===== config.mk =====
export PLATFORM = sky130hd
export DESIGN_NAME = mem_arbiter_flat
export DESIGN_NICKNAME = d
export VERILOG_FILES = /design/src/rtl/mem_arbiter_if.sv /design/src/rtl/mem_arbiter.sv /design/src/flat_wrapper.sv
export SDC_FILE = /design/constraint.sdc
export NUM_CORES = 1
export LEC_CHECK = 0
export CAP_MARGIN = 5
export CELL_PAD_IN_SITES_DETAIL_PLACEMENT = 0
export CELL_PAD_IN_SITES_GLOBAL_PLACEMENT = 1
export CORE_AREA = 5 5 204 206
export DETAILED_ROUTE_END_ITERATION = 12
export DIE_AREA = 0 0 209 211
export HOLD_SLACK_MARGIN = 0.1
export PLACE_DENSITY_LB_ADDON = 0.1
export SLEW_MARGIN = 30
export SYNTH_ARGS = -nofsm -noshare
export SYNTH_HDL_FRONTEND = slang
export SYNTH_SLANG_ARGS = --single-unit

===== constraint.sdc =====
create_clock -name clk -period 2.9 [get_ports clk]
set_input_delay 0.29 -clock clk [delete_from_list [all_inputs] [get_ports clk]]
set_output_delay 0.29 -clock clk [all_outputs]
set_load 0.005 [all_outputs]

===== src/rtl/mem_arbiter_if.sv =====
// Request, response and memory-port bundle for mem_arbiter.
// slave: the arbiter side. master: requesters plus the memory device.
interface mem_arbiter_if #(
  parameter int MEMSIZE  = 64,
  parameter int WORDSIZE = 64
);
  logic                req0_valid;
  logic                req0_we;
  logic [MEMSIZE-1:0]  req0_addr;
  logic [WORDSIZE-1:0] req0_wdata;
  logic                req0_ready;
  logic                req1_valid;
  logic                req1_we;
  logic [MEMSIZE-1:0]  req1_addr;
  logic [WORDSIZE-1:0] req1_wdata;
  logic                req1_ready;
  logic                rsp0_valid;
  logic                rsp1_valid;
  logic [WORDSIZE-1:0] rsp_rdata;
  logic                mem_wren;
  logic                mem_rden;
  logic [MEMSIZE-1:0]  mem_addr;
  logic [WORDSIZE-1:0] mem_d;
  logic [WORDSIZE-1:0] mem_q;
  logic                busy;

  modport slave (
    input  req0_valid, req0_we, req0_addr, req0_wdata,
    input  req1_valid, req1_we, req1_addr, req1_wdata,
    input  mem_q,
    output req0_ready, req1_ready, rsp0_valid, rsp1_valid, rsp_rdata,
    output mem_wren, mem_rden, mem_addr, mem_d, busy
  );

  modport master (
    output req0_valid, req0_we, req0_addr, req0_wdata,
    output req1_valid, req1_we, req1_addr, req1_wdata,
    output mem_q,
    input  req0_ready, req1_ready, rsp0_valid, rsp1_valid, rsp_rdata,
    input  mem_wren, mem_rden, mem_addr, mem_d, busy
  );
endinterface


===== src/rtl/mem_arbiter.sv =====
// Two-requester single-port memory arbiter: fixed 3-cycle accept/strobe/response.
// Define MEM_ARBITER_RR_EN for round-robin tie-break; default gives requester 1 priority.
module mem_arbiter #(
  parameter int MEMSIZE  = 64,
  parameter int WORDSIZE = 64
) (
  input  logic          clk,
  input  logic          rst_n,
  mem_arbiter_if.slave  bus
);

  typedef enum logic [1:0] {
    IDLE   = 2'd0,
    ACCESS = 2'd1,
    RESP   = 2'd2
  } state_t;

  state_t              state;
  state_t              state_nxt;
  logic                accept;
  logic                winner;
  logic                we_q;
  logic                id_q;
  logic [MEMSIZE-1:0]  addr_q;
  logic [WORDSIZE-1:0] wdata_q;
  logic [WORDSIZE-1:0] rdata_q;

`ifdef MEM_ARBITER_RR_EN
  // Requester that wins the next tie; flips to the other one on every accept.
  logic prio_q;

  always_comb begin
    winner = bus.req1_valid;
    if (bus.req0_valid && bus.req1_valid) winner = prio_q;
  end

  always_ff @(posedge clk or negedge rst_n) begin
    if (!rst_n)      prio_q <= 1'b0;
    else if (accept) prio_q <= ~winner;
  end
`else
  always_comb begin
    winner = bus.req1_valid;
  end
`endif

  // rst_n gates accept so ready stays low while reset is held.
  always_comb begin
    state_nxt = state;
    accept    = 1'b0;
    case (state)
      IDLE: begin
        if (rst_n && (bus.req0_valid || bus.req1_valid)) begin
          accept    = 1'b1;
          state_nxt = ACCESS;
        end
      end
      ACCESS:  state_nxt = RESP;
      RESP:    state_nxt = IDLE;
      default: state_nxt = IDLE;
    endcase
  end

  always_ff @(posedge clk or negedge rst_n) begin
    if (!rst_n) begin
      state   <= IDLE;
      we_q    <= 1'b0;
      id_q    <= 1'b0;
      addr_q  <= '0;
      wdata_q <= '0;
      rdata_q <= '0;
    end else begin
      state <= state_nxt;
      if (accept) begin
        id_q    <= winner;
        we_q    <= winner ? bus.req1_we    : bus.req0_we;
        addr_q  <= winner ? bus.req1_addr  : bus.req0_addr;
        wdata_q <= winner ? bus.req1_wdata : bus.req0_wdata;
      end
      if (state == ACCESS && !we_q) rdata_q <= bus.mem_q;
    end
  end

  assign bus.req0_ready = accept && !winner;
  assign bus.req1_ready = accept && winner;
  assign bus.mem_wren   = (state == ACCESS) && we_q;
  assign bus.mem_rden   = (state == ACCESS) && !we_q;
  assign bus.rsp0_valid = (state == RESP) && !id_q;
  assign bus.rsp1_valid = (state == RESP) && id_q;
  assign bus.busy       = (state != IDLE);
  assign bus.mem_addr   = addr_q;
  assign bus.mem_d      = wdata_q;
  assign bus.rsp_rdata  = rdata_q;

endmodule


===== src/flat_wrapper.sv =====
// flat-port wrapper written by rule: the top's interface ports become plain ports
module mem_arbiter_flat 
#(
  parameter int MEMSIZE  = 64,
  parameter int WORDSIZE = 64
)
  (clk, rst_n, bus_req0_valid, bus_req0_we, bus_req0_addr, bus_req0_wdata, bus_req1_valid, bus_req1_we, bus_req1_addr, bus_req1_wdata, bus_mem_q, bus_req0_ready, bus_req1_ready, bus_rsp0_valid, bus_rsp1_valid, bus_rsp_rdata, bus_mem_wren, bus_mem_rden, bus_mem_addr, bus_mem_d, bus_busy);
  mem_arbiter_if #(.MEMSIZE(MEMSIZE), .WORDSIZE(WORDSIZE)) bus_i ();
  input  logic clk;
  input  logic rst_n;
  input wire logic [$bits(bus_i.req0_valid)-1:0] bus_req0_valid;
  input wire logic [$bits(bus_i.req0_we)-1:0] bus_req0_we;
  input wire logic [$bits(bus_i.req0_addr)-1:0] bus_req0_addr;
  input wire logic [$bits(bus_i.req0_wdata)-1:0] bus_req0_wdata;
  input wire logic [$bits(bus_i.req1_valid)-1:0] bus_req1_valid;
  input wire logic [$bits(bus_i.req1_we)-1:0] bus_req1_we;
  input wire logic [$bits(bus_i.req1_addr)-1:0] bus_req1_addr;
  input wire logic [$bits(bus_i.req1_wdata)-1:0] bus_req1_wdata;
  input wire logic [$bits(bus_i.mem_q)-1:0] bus_mem_q;
  output wire logic [$bits(bus_i.req0_ready)-1:0] bus_req0_ready;
  output wire logic [$bits(bus_i.req1_ready)-1:0] bus_req1_ready;
  output wire logic [$bits(bus_i.rsp0_valid)-1:0] bus_rsp0_valid;
  output wire logic [$bits(bus_i.rsp1_valid)-1:0] bus_rsp1_valid;
  output wire logic [$bits(bus_i.rsp_rdata)-1:0] bus_rsp_rdata;
  output wire logic [$bits(bus_i.mem_wren)-1:0] bus_mem_wren;
  output wire logic [$bits(bus_i.mem_rden)-1:0] bus_mem_rden;
  output wire logic [$bits(bus_i.mem_addr)-1:0] bus_mem_addr;
  output wire logic [$bits(bus_i.mem_d)-1:0] bus_mem_d;
  output wire logic [$bits(bus_i.busy)-1:0] bus_busy;
  assign bus_i.req0_valid = bus_req0_valid;
  assign bus_i.req0_we = bus_req0_we;
  assign bus_i.req0_addr = bus_req0_addr;
  assign bus_i.req0_wdata = bus_req0_wdata;
  assign bus_i.req1_valid = bus_req1_valid;
  assign bus_i.req1_we = bus_req1_we;
  assign bus_i.req1_addr = bus_req1_addr;
  assign bus_i.req1_wdata = bus_req1_wdata;
  assign bus_i.mem_q = bus_mem_q;
  assign bus_req0_ready = bus_i.req0_ready;
  assign bus_req1_ready = bus_i.req1_ready;
  assign bus_rsp0_valid = bus_i.rsp0_valid;
  assign bus_rsp1_valid = bus_i.rsp1_valid;
  assign bus_rsp_rdata = bus_i.rsp_rdata;
  assign bus_mem_wren = bus_i.mem_wren;
  assign bus_mem_rden = bus_i.mem_rden;
  assign bus_mem_addr = bus_i.mem_addr;
  assign bus_mem_d = bus_i.mem_d;
  assign bus_busy = bus_i.busy;
  mem_arbiter #(.MEMSIZE(MEMSIZE), .WORDSIZE(WORDSIZE)) u_core (.clk(clk), .rst_n(rst_n), .bus(bus_i));
endmodule

* Word-level counts from Yosys, hierarchy flattened *
Index checks and enable logic that the tools add are counted.
Widths: inputs -> output; s select.

word-level totals
  output and inout bits = 199
  logic and storage cells = 29
  input bits = 326
  register bits after elaboration = 196

cells by class
  equality and inequality tests = 3
  reduce and logical (&&, ||, !) cells = 13
  mux-type cells = 7

operators by type and width
  operator            number
  $mux 64             2
  $logic_and 1x1->1   7
  $pmux 2 s2          1
  $logic_not 1->1     3
  $mux 1              3
  $eq 2x1->1 const B  1
  $eq 2x2->1 const B  1
  $logic_not 2->1     1
  $mux 2              1
  $ne 2x1->1 const B  1
  $reduce_bool 2->1   1
  $logic_or 1x1->1    1

* Depth between registers and ports, before layout *
  depth in word-level cells = 5
  depth in mapped cells = 6
  depth with buffers taken out = 4

* Worst setup path after synthesis *
No wires, ideal clock.

  path type = register to register
  start = register u_core.state[0]
  end = register u_core.addr_q[27] (netlist: u_core.bus.mem_addr[27])
  stages on the path, launching flop included = 7
  library setup time = 0.125 ns
  buffers on the path = 2
  arrival = 1.373 ns
  data required time = 2.775 ns
  clock period less this slack = 1.498 ns
  path slack = 1.402 ns
  cells stage by stage = dfrtp_1 -> nor2_1 -> o211ai_2 -> inv_2 -> buf_6 -> buf_6 -> mux2_4

between the ends
  longest elaborated chain between the ends = 2

RTL lines
  what                    RTL line           source
  start, declared         mem_arbiter.sv:18  state_t state;
  start signal, assigned  mem_arbiter.sv:73  state <= state_nxt;
  $logic_not 2->1         mem_arbiter.sv:51  case (state)
  $mux 1                  mem_arbiter.sv:51
  end signal, assigned    mem_arbiter.sv:77  addr_q <= winner ? bus.req1_addr : bus.req0_addr;
  end, declared           mem_arbiter.sv:24  logic [MEMSIZE-1:0] addr_q;

No other way between the ends.
A chain may end at the register's enable or synchronous reset.

* Final worst setup path *
  start = register u_core.state[0]
  end = output port bus_req0_ready

between the ends
  longest elaborated chain between the ends = 3

RTL lines
  what               RTL line            source
  $logic_not 2->1    mem_arbiter.sv:51
  $mux 1             mem_arbiter.sv:51
  $logic_and 1x1->1  mem_arbiter.sv:84   assign bus.req0_ready = accept && !winner;
  end, declared      flat_wrapper.sv:20  output wire logic [$bits(bus_i.req0_ready)-1:0] bus_req0_ready;

No other way between the ends.

==> run summary <==
### Detailed routing
• 4 — number of iterations in the first detailed-routing pass
• 4.04 — routed via count divided by cell count
• 20.9 um — routed length per placed instance
• 0 — remaining design rule violation count
• 6,538 — vias post-DR
• 233 — DRC violation total after the first TritonRoute iteration
• 0 — DRT antenna net count
• 33,800 um — routed wire length

### Pwr
• 38.3% — share of power burned in registers
• 26.2% — Sw Share
• 22.0% — Clk pwr share
• 6.37 nW — Static Leakage
• 698 mW/mm2 — Pwr Density
• 0.367 mV — VDD IR-drop max
• 39.7% — portion of total power attributed to combinational logic
• 8.06 mW — Int Power
• 2.85 mW — Sw Pwr

### Timing
• 0 — max-slew violation total from the final report
• 0 ns — setup total negative slack
• 79.4% — crit share post-route
• 43.0% — relative max-transition margin
• 2.30 ns — time the worst path needs with I/O delays and setup
• 0.597 ns — Worst Slack Setup Final
• 0.0114 ns — maximum clock skew at final layout
• no — unrepaired setup endpoints after global routing
• 0 — final hold vios
• 0.855 ns — slew at the pin with the worst max-slew slack
• 0.434 GHz — maximum clock frequency
• 0 — number of setup violations in the final report

### Cells and area
• 1,410 — count of nets after finishing
• 68.5% — growth of design area from synthesis to finish
• 30.2% — layout cells sized above 1

### Global route
• 7,094 — via count of the first global-routing pass
• 137 — maximum number of pins on one net before global-route repair
• 48,400 um — first-pass GRT wire length
• 14.8% — Overall Global Routing Usage
• 0 — grt ovf
• 3 — antenna violations before repair

### Setup path
• output port — kind of end point of the critical path
• flop — startpoint kind of the worst setup timing path
• 4 — Max FO, Critical Path
• 2.61 ns — required time at the worst-slack endpoint
• u_core.state[0] — launch point of the worst path
• 0.87 ns — slack of the worst reg-to-reg path
• u_core.state[0] — startpoint of the worst register-to-register path
• 2.01 ns — Worst Path Arrival
• reg2out — critical path class

### Die
• 0.0395 mm2 — placeable core region
• 525 — count of pins on the block boundary
• 23.5% — initial standard-cell utilization of the core
• 73 — number of core rows
• 211 um — Die Span Y
• 0.0441 mm2 — DIE AREA
• 209 um — overall die width

### Yosys
• dfrtp_1 (196), mux2_2 (190), mux2_4 (99), mux2_1 (33), buf_6 (18) — top post-synthesis cells by count
• 566 — cell count after synthesis
• 52.9% — Seq/Total Area, Yosys
• 16.4 um2 — Synth Area per Inst
• 100% — share of flip-flops with an asynchronous set or reset
• dfrtp_1 — top flip-flop cell by instance count after synthesis
• 892 — Syn Nets
• dfrtp_1 (53%), mux2_2 (23%), mux2_4 (16%), mux2_1 (4.0%), buf_6 (2.2%) — dominant cells by area after synthesis
• 19 — unique cell type count in the Yosys netlist
• 0 — number of enable-type register cells in the synthesized netlist
• 196 — Synth Register Bits
• 52.9% — area share of the leading cell type in the synthesized netlist
• 0 — count of synthesis-stage warnings from yosys
• dfrtp_1 — most instantiated library cell after synthesis
• 0.00927 mm2 — cell area after technology mapping
• dfrtp_1 — cell type contributing the most total cell area after synthesis

### Clock tree
• 2 — clock buffer depth
• 0.44 ns — Clk Latency, worst-skew pair
• clkbuf_16 — cell at the root of the clock tree
• 0.07 ns — Clock Pin Slew Worst Setup and Hold Paths
• 0 — post-CTS setup buffer count
• 4 — # H-tree levels
• 196 — CTS sink cnt
• 17 — clock buffers created by TritonCTS
• done — TritonCTS clock tree

### Placed design
• 524 — I/O Buffers
• 26,100 um — HPWL after DPL
• 0.744 ns — setup slack at placement
• 0.757 — final estimated routing congestion in global placement

### Worst hold path
• bus_req1_valid — Worst Hold Launch
• in2reg — classification of the worst-slack hold path

### Flow run
• 0 — number of maximum-capacitance constraint violations

### Outcome
• finished clean — outcome

## final timing paths
| path | cells after the start | end |
|---|---|---|
| worst max-delay path | 4 | bus_req0_ready |
| worst min-delay path | 3 | u_core.id_q |
| worst max register to register | 5 | u_core.bus.mem_addr[26] |
| worst min register to register | 1 | u_core.bus.rsp_rdata[14] |
| max in group asynchronous | 3 | u_core.bus.mem_d[34] |
| min in group asynchronous | 3 | u_core.bus.mem_addr[33] |
## cell type report
type,instances,area [um2]
Fill cell,3786,23800
Tap cell,525,657
Sequential cell,196,4900
Clock buffer,24,492
Clock inverter,4,73.8
Timing Repair Buffer,535,5410
Antenna cell,1,2.50
Multi-Input combinational cell,332,4070
Inverter,2,12.5
## what timing repair did
action / 4_1_cts / 5_1_grt
endpoints found under the hold margin: 101 / 0
resized for setup: 0 / 0
hold buffers: 1 / 0
## power by group through the flow
stage	Sequential (mW)	Clock (mW)	Combinational, mW
global route	4.31	2.62	4.61
CTS	4.19	2.51	4.45
detailed placement	4.22	0	4.43
global placement	4.21	0	4.44
finish	4.18	2.40	4.33
floorplan	4.27	0	1.41
## through the flow
step | std cells | hold WS (ns) | area, um2 | power (mW) | util (%)
floorplan | 566 | -0.00559 | 9270 | 5.68 | -
global placement | 1589 | 0.468 | 15000 | 8.65 | 38.1
detailed placement | 1589 | 0.474 | 15000 | 8.65 | 38.1
CTS | 1618 | 0.406 | 15600 | 11.2 | 39.6
global route | 1618 | 0.414 | 15600 | 11.5 | 39.6
finish | 1619 | 0.442 | 15600 | 10.9 | 39.6
## cells in the final DEF (no fill, tap or decap), types with 2 or more instances in the layout
master	n
clkdlybuf4s50_1	522
mux2_2	190
mux2_4	99
nor2_1	2
buf_4	4
bufinv_16	2
clkbuf_8	5
clkbuf_1	3
clkbuf_16	17
mux2_1	33
dfrtp_1	196
buf_12	6
## layer usage
layer	global-route usage, %	part of all wire, %
met1	16.7	38
met2	25.7	51
met3	6.34	8.6
met4	4.03	1.4
met5	0	0.10
## critical path, stage by stage (launching register included)
cell and delay, ns:
dfrtp_1 0.40, nor2_1 0.24, o211ai_2 0.20, nor2_1 0.18, clkdlybuf4s50_1 0.55
## logic make-up after synthesis
kind of cell,after synthesis,share of synthesized area (%)
buffers and inverters,38,3.21
and+or+nand+nor,8,0.567
AOI/OAI and AO/OA,2,0.216
DFF,196,52.9
muxes,322,43.1
## state kept, by name, summed over array words and instances (netlist names)
signal	count
u_core.bus.mem_d	64
u_core.bus.rsp_rdata	64
u_core.id_q	1
u_core.we_q	1
u_core.bus.mem_addr	64
u_core.state	2
Power figures use the tool's default switching activity.
==> RTL change 1, RTL diff (config.mk and constraints unchanged) <==
Encoding of `state_t`: now one-hot (3 bits for 3 states).
--- a/src/rtl/mem_arbiter.sv
+++ b/src/rtl/mem_arbiter.sv
@@ -10,8 +10,8 @@
 );
 
-  typedef enum logic [1:0] {
-    IDLE   = 2'd0,
-    ACCESS = 2'd1,
-    RESP   = 2'd2
+  typedef enum logic [2:0] {
+    IDLE   = 3'b001,
+    ACCESS = 3'b010,
+    RESP   = 3'b100
   } state_t;
 
Check against the original RTL: no difference found for any inputs over 4 cycles, from zero or initial values and one cycle with rst_n low; so few cycles prove little.
==> RTL change 1 against the original RTL <==
- cell area fell by 1.9%
- sequential cell count rose by 1
- die area did not move
- combinational power rose by 16%
- power rose by 11%
- routed wire length fell by 1.6%
- area after synthesis fell by 3.6%
- setup slack got worse by 0.29 ns
==> RTL change 1: results (changes against the original RTL) <==
* Status: finished, final reports clean
* M1 WL at 12.1 mm (-6.7%)
* Vias per cell at 4.06 (+0.45%)
* Vias in the first global route at 7347 (+3.6%)
* Met2 Routed Length at 17.6 mm (+1.4%)
* Non-clock inverter count in the final layout at 0 (-2)
* Critical path data arrival time at 2.30 ns (+0.29 ns)
* Mapped Cells at 567 (+0.18%)
* Number of cells after detailed placement at 1590 (+0.063%)
* Post-DP HPWL at 26.1 mm (+0.11%)
* Met3 wire length at 3.00 mm (+2.9%)
* Psw at 3260 uW (+14%)
* Final Wtd Congestion at 0.753 (-0.49%)
* Nets at 1411 (+0.071%)
* Fmax at 0.386 GHz (-11%)
* Leak at 0.00604 uW (-5.2%)
* Layout cell share with drive strength beyond 1 at 31.5% (+1.3 points)
* Number of flip-flops and latches at 197 (+0.51%)
* Clk cell area share at 4.06% (+0.44 points)
* Top cell type's share of synthesized area at 54.9% (+2.0 points)
* Worst slack, placed at 0.614 ns (-0.130 ns)
* Initial antenna violation count at 4 (+1)
* Sequential cell area at 0.00493 mm^2 (+0.54%)
* Max rail drop VDD at 0.400 mV (+9.0%)
* Reg2Reg Launch Point: u_core.state[0]$_DFFE_PN1P_
* Seq/Total Area, Yosys at 55.2% (+2.3 points)
* Sequential power at 4550 uW (+8.9%)
* WL/cell at 20.5 um (-1.9%)
* DR top layer: met4
* Clock skew at 0.00886 ns (-0.00253 ns)
* Commonest cells post-synth: mux2_2 (299), dfrtp_1 (196), mux2_1 (24)
* Fillers at 3832 (+1.2%)
* FF-to-FF End: u_core.bus.mem_d[54]$_DFFE_PN0P_
* Clock buffers at 19 (-21%)
* Met2 Usage GRT at 26.4% (+0.68 points)
* R2R Setup Slk at 0.64 ns (-0.23 ns)
* Combinational share of power at 41.4% (+1.7 points)
* Area after DPL at 0.0147 mm^2 (-2.4%)
RTL change 1: critical path: stages (launching register included):
cell             delay [ns]
dfstp_2                0.55
or3b_4                 0.42
nor2_8                 0.14
and2_1                 0.19
clkdlybuf4s50_1        0.56
RTL change 1: worst max path at each step:
stage                                           start                               end
after floorplan           u_core.state[0]$_DFFE_PN1P_  u_core.bus.mem_d[13]$_DFFE_PN0P_
after detailed placement  u_core.state[0]$_DFFE_PN1P_  u_core.bus.mem_d[44]$_DFFE_PN0P_
after global routing      u_core.state[0]$_DFFE_PN1P_                    bus_req1_ready
final                     u_core.state[0]$_DFFE_PN1P_                    bus_req1_ready
after global placement    u_core.state[0]$_DFFE_PN1P_   u_core.bus.mem_d[6]$_DFFE_PN0P_
after CTS                 u_core.state[0]$_DFFE_PN1P_                    bus_req1_ready
RTL change 1: cells by family after synthesis:
family | Yosys count | share of synthesized area [%]
buf+inv | 36 | 3.07
flops | 197 | 55.2
compound gates | 1 | 0.0980
mux | 323 | 40.7
simple gates | 10 | 0.966
==> RTL change 2, RTL diff (config.mk and constraints unchanged) <==
Without the edit above. Build with the macro `MEM_ARBITER_RR_EN` defined.
--- a/src/rtl/mem_arbiter.sv
+++ b/src/rtl/mem_arbiter.sv
@@ -1,4 +1,6 @@
 // Two-requester single-port memory arbiter: fixed 3-cycle accept/strobe/response.
 // Define MEM_ARBITER_RR_EN for round-robin tie-break; default gives requester 1 priority.
+`define MEM_ARBITER_RR_EN
+
 module mem_arbiter #(
   parameter int MEMSIZE  = 64,
Function: changed (a bounded check fails within 4 cycles, from zero or initial values and one cycle with rst_n low).
==> RTL change 2 against the original RTL <==
- area after synthesis down 1.6%
- count of clock-buffer cells in the layout down 7
- setup slack worse by 0.28 ns
- clock power up 10%
- sequential cell count up 1
- synthesized cell count up 32%
- routed wire length up 20%
- power up 2.3%
- cell area down 1.0%
- worst hold slack worse by 0.0065 ns
- clock skew up 0.00053 ns
- critical path type unchanged
- critical endpoint is now bus_mem_rden
- largest power group unchanged
==> RTL change 2: results (changes against the original RTL) <==
* Synth unique cells at 21 (+2)
* Leak at 0.00608 uW (-4.5%)
* Met3 wire length at 2.94 mm (+0.96%)
* R2R depth at 4 (-1)
* Nets at 1547 (+9.7%)
* R2R Setup Slk at 0.75 ns (-0.12 ns)
* Clk_lat worst skew at 0.46 ns (+0.02 ns)
* Worst hold path depth at 2 (-1)
* Routing usage on met3 at 6.40% (+0.059 points)
* Met2 Routed Length at 20.5 mm (+18%)
* Max rail drop VDD at 0.331 mV (-9.9%)
* Power Density at 722 mW/mm^2 (+3.4%)
* Status: finished, final reports clean
* Clock slew at reported path FFs at 0.09 ns (+0.02 ns)
* Worst slack, placed at 0.716 ns (-0.0283 ns)
* Global-route wire length before repair at 59.1 mm (+22%)
* Initial antenna violation count at 7 (+4)
* Vias in the first global route at 8655 (+22%)
* Hold path start: bus_mem_q[33]
* Clock skew at 0.0119 ns (+0.000535 ns)
* Finished Layout Cells at 1765 (+9.0%)
* Grt met1 use at 21.4% (+4.7 points)
* Fmax at 0.388 GHz (-11%)
* Commonest cells post-synth: dfrtp_1 (197), nand2_1 (130), a221o_1 (129)
* Mapped Cells at 746 (+32%)
* M1 WL at 16.3 mm (+25%)
* Number of cells after detailed placement at 1726 (+8.6%)
* Met2 Usage GRT at 29.5% (+3.8 points)
* Synth top area cells: dfrtp_1 (54%), a221o_1 (14%), nor3_2 (11%)
* Worst Hold End: u_core.bus.rsp_rdata[33]$_DFFE_PN0P_
* Worst Hold Slack at 0.436 ns (-0.00651 ns)
* Starting DRT DRC Count at 436 (+87%)
* Area after DPL at 0.0148 mm^2 (-1.6%)
* CP max FO at 15 (+11)
* FF-to-FF End: u_core.bus.mem_d[22]$_DFFE_PN0P_
* Largest net degree at the start of global routing at 131 (-4.4%)
* Mapped Nets at 1072 (+20%)
-- RTL change 2: cell count changes after synthesis, sizes merged, moves of 2 or more --
cell,delta
nand2,+130
nor2b,+2
nor2,-2
nor3,+129
a221o,+129
mux2,-258
clkbuf,+30
a21oi,+2
buf,+14
nor3b,+3
-- RTL change 2: what timing repair did --
action	CTS	global route
endpoints found under the setup margin	0	0
hold buffers	1	0
buffers inserted	0	0
hold endpoints to repair	41	0
-- RTL change 2: kinds of logic after synthesis --
| group | after synthesis | share of synthesized area [%] |
|---|---|---|
| and+or+nand+nor | 270 | 18.8 |
| DFF | 197 | 54.1 |
| AOI/OAI and AO/OA | 132 | 14.3 |
| buffers and inverters | 83 | 4.97 |
| muxes | 64 | 7.90 |
-- RTL change 2: layout make-up --
cell class,instances,area [um^2]
Tap cell,525,657
Fill cell,3936,24000
Antenna cell,6,15.0
Clock inverter,15,211
Clock buffer,17,425
Multi-Input combinational cell,466,3770
Inverter,3,11.3
Sequential cell,197,4930
Timing Repair Buffer,536,5440
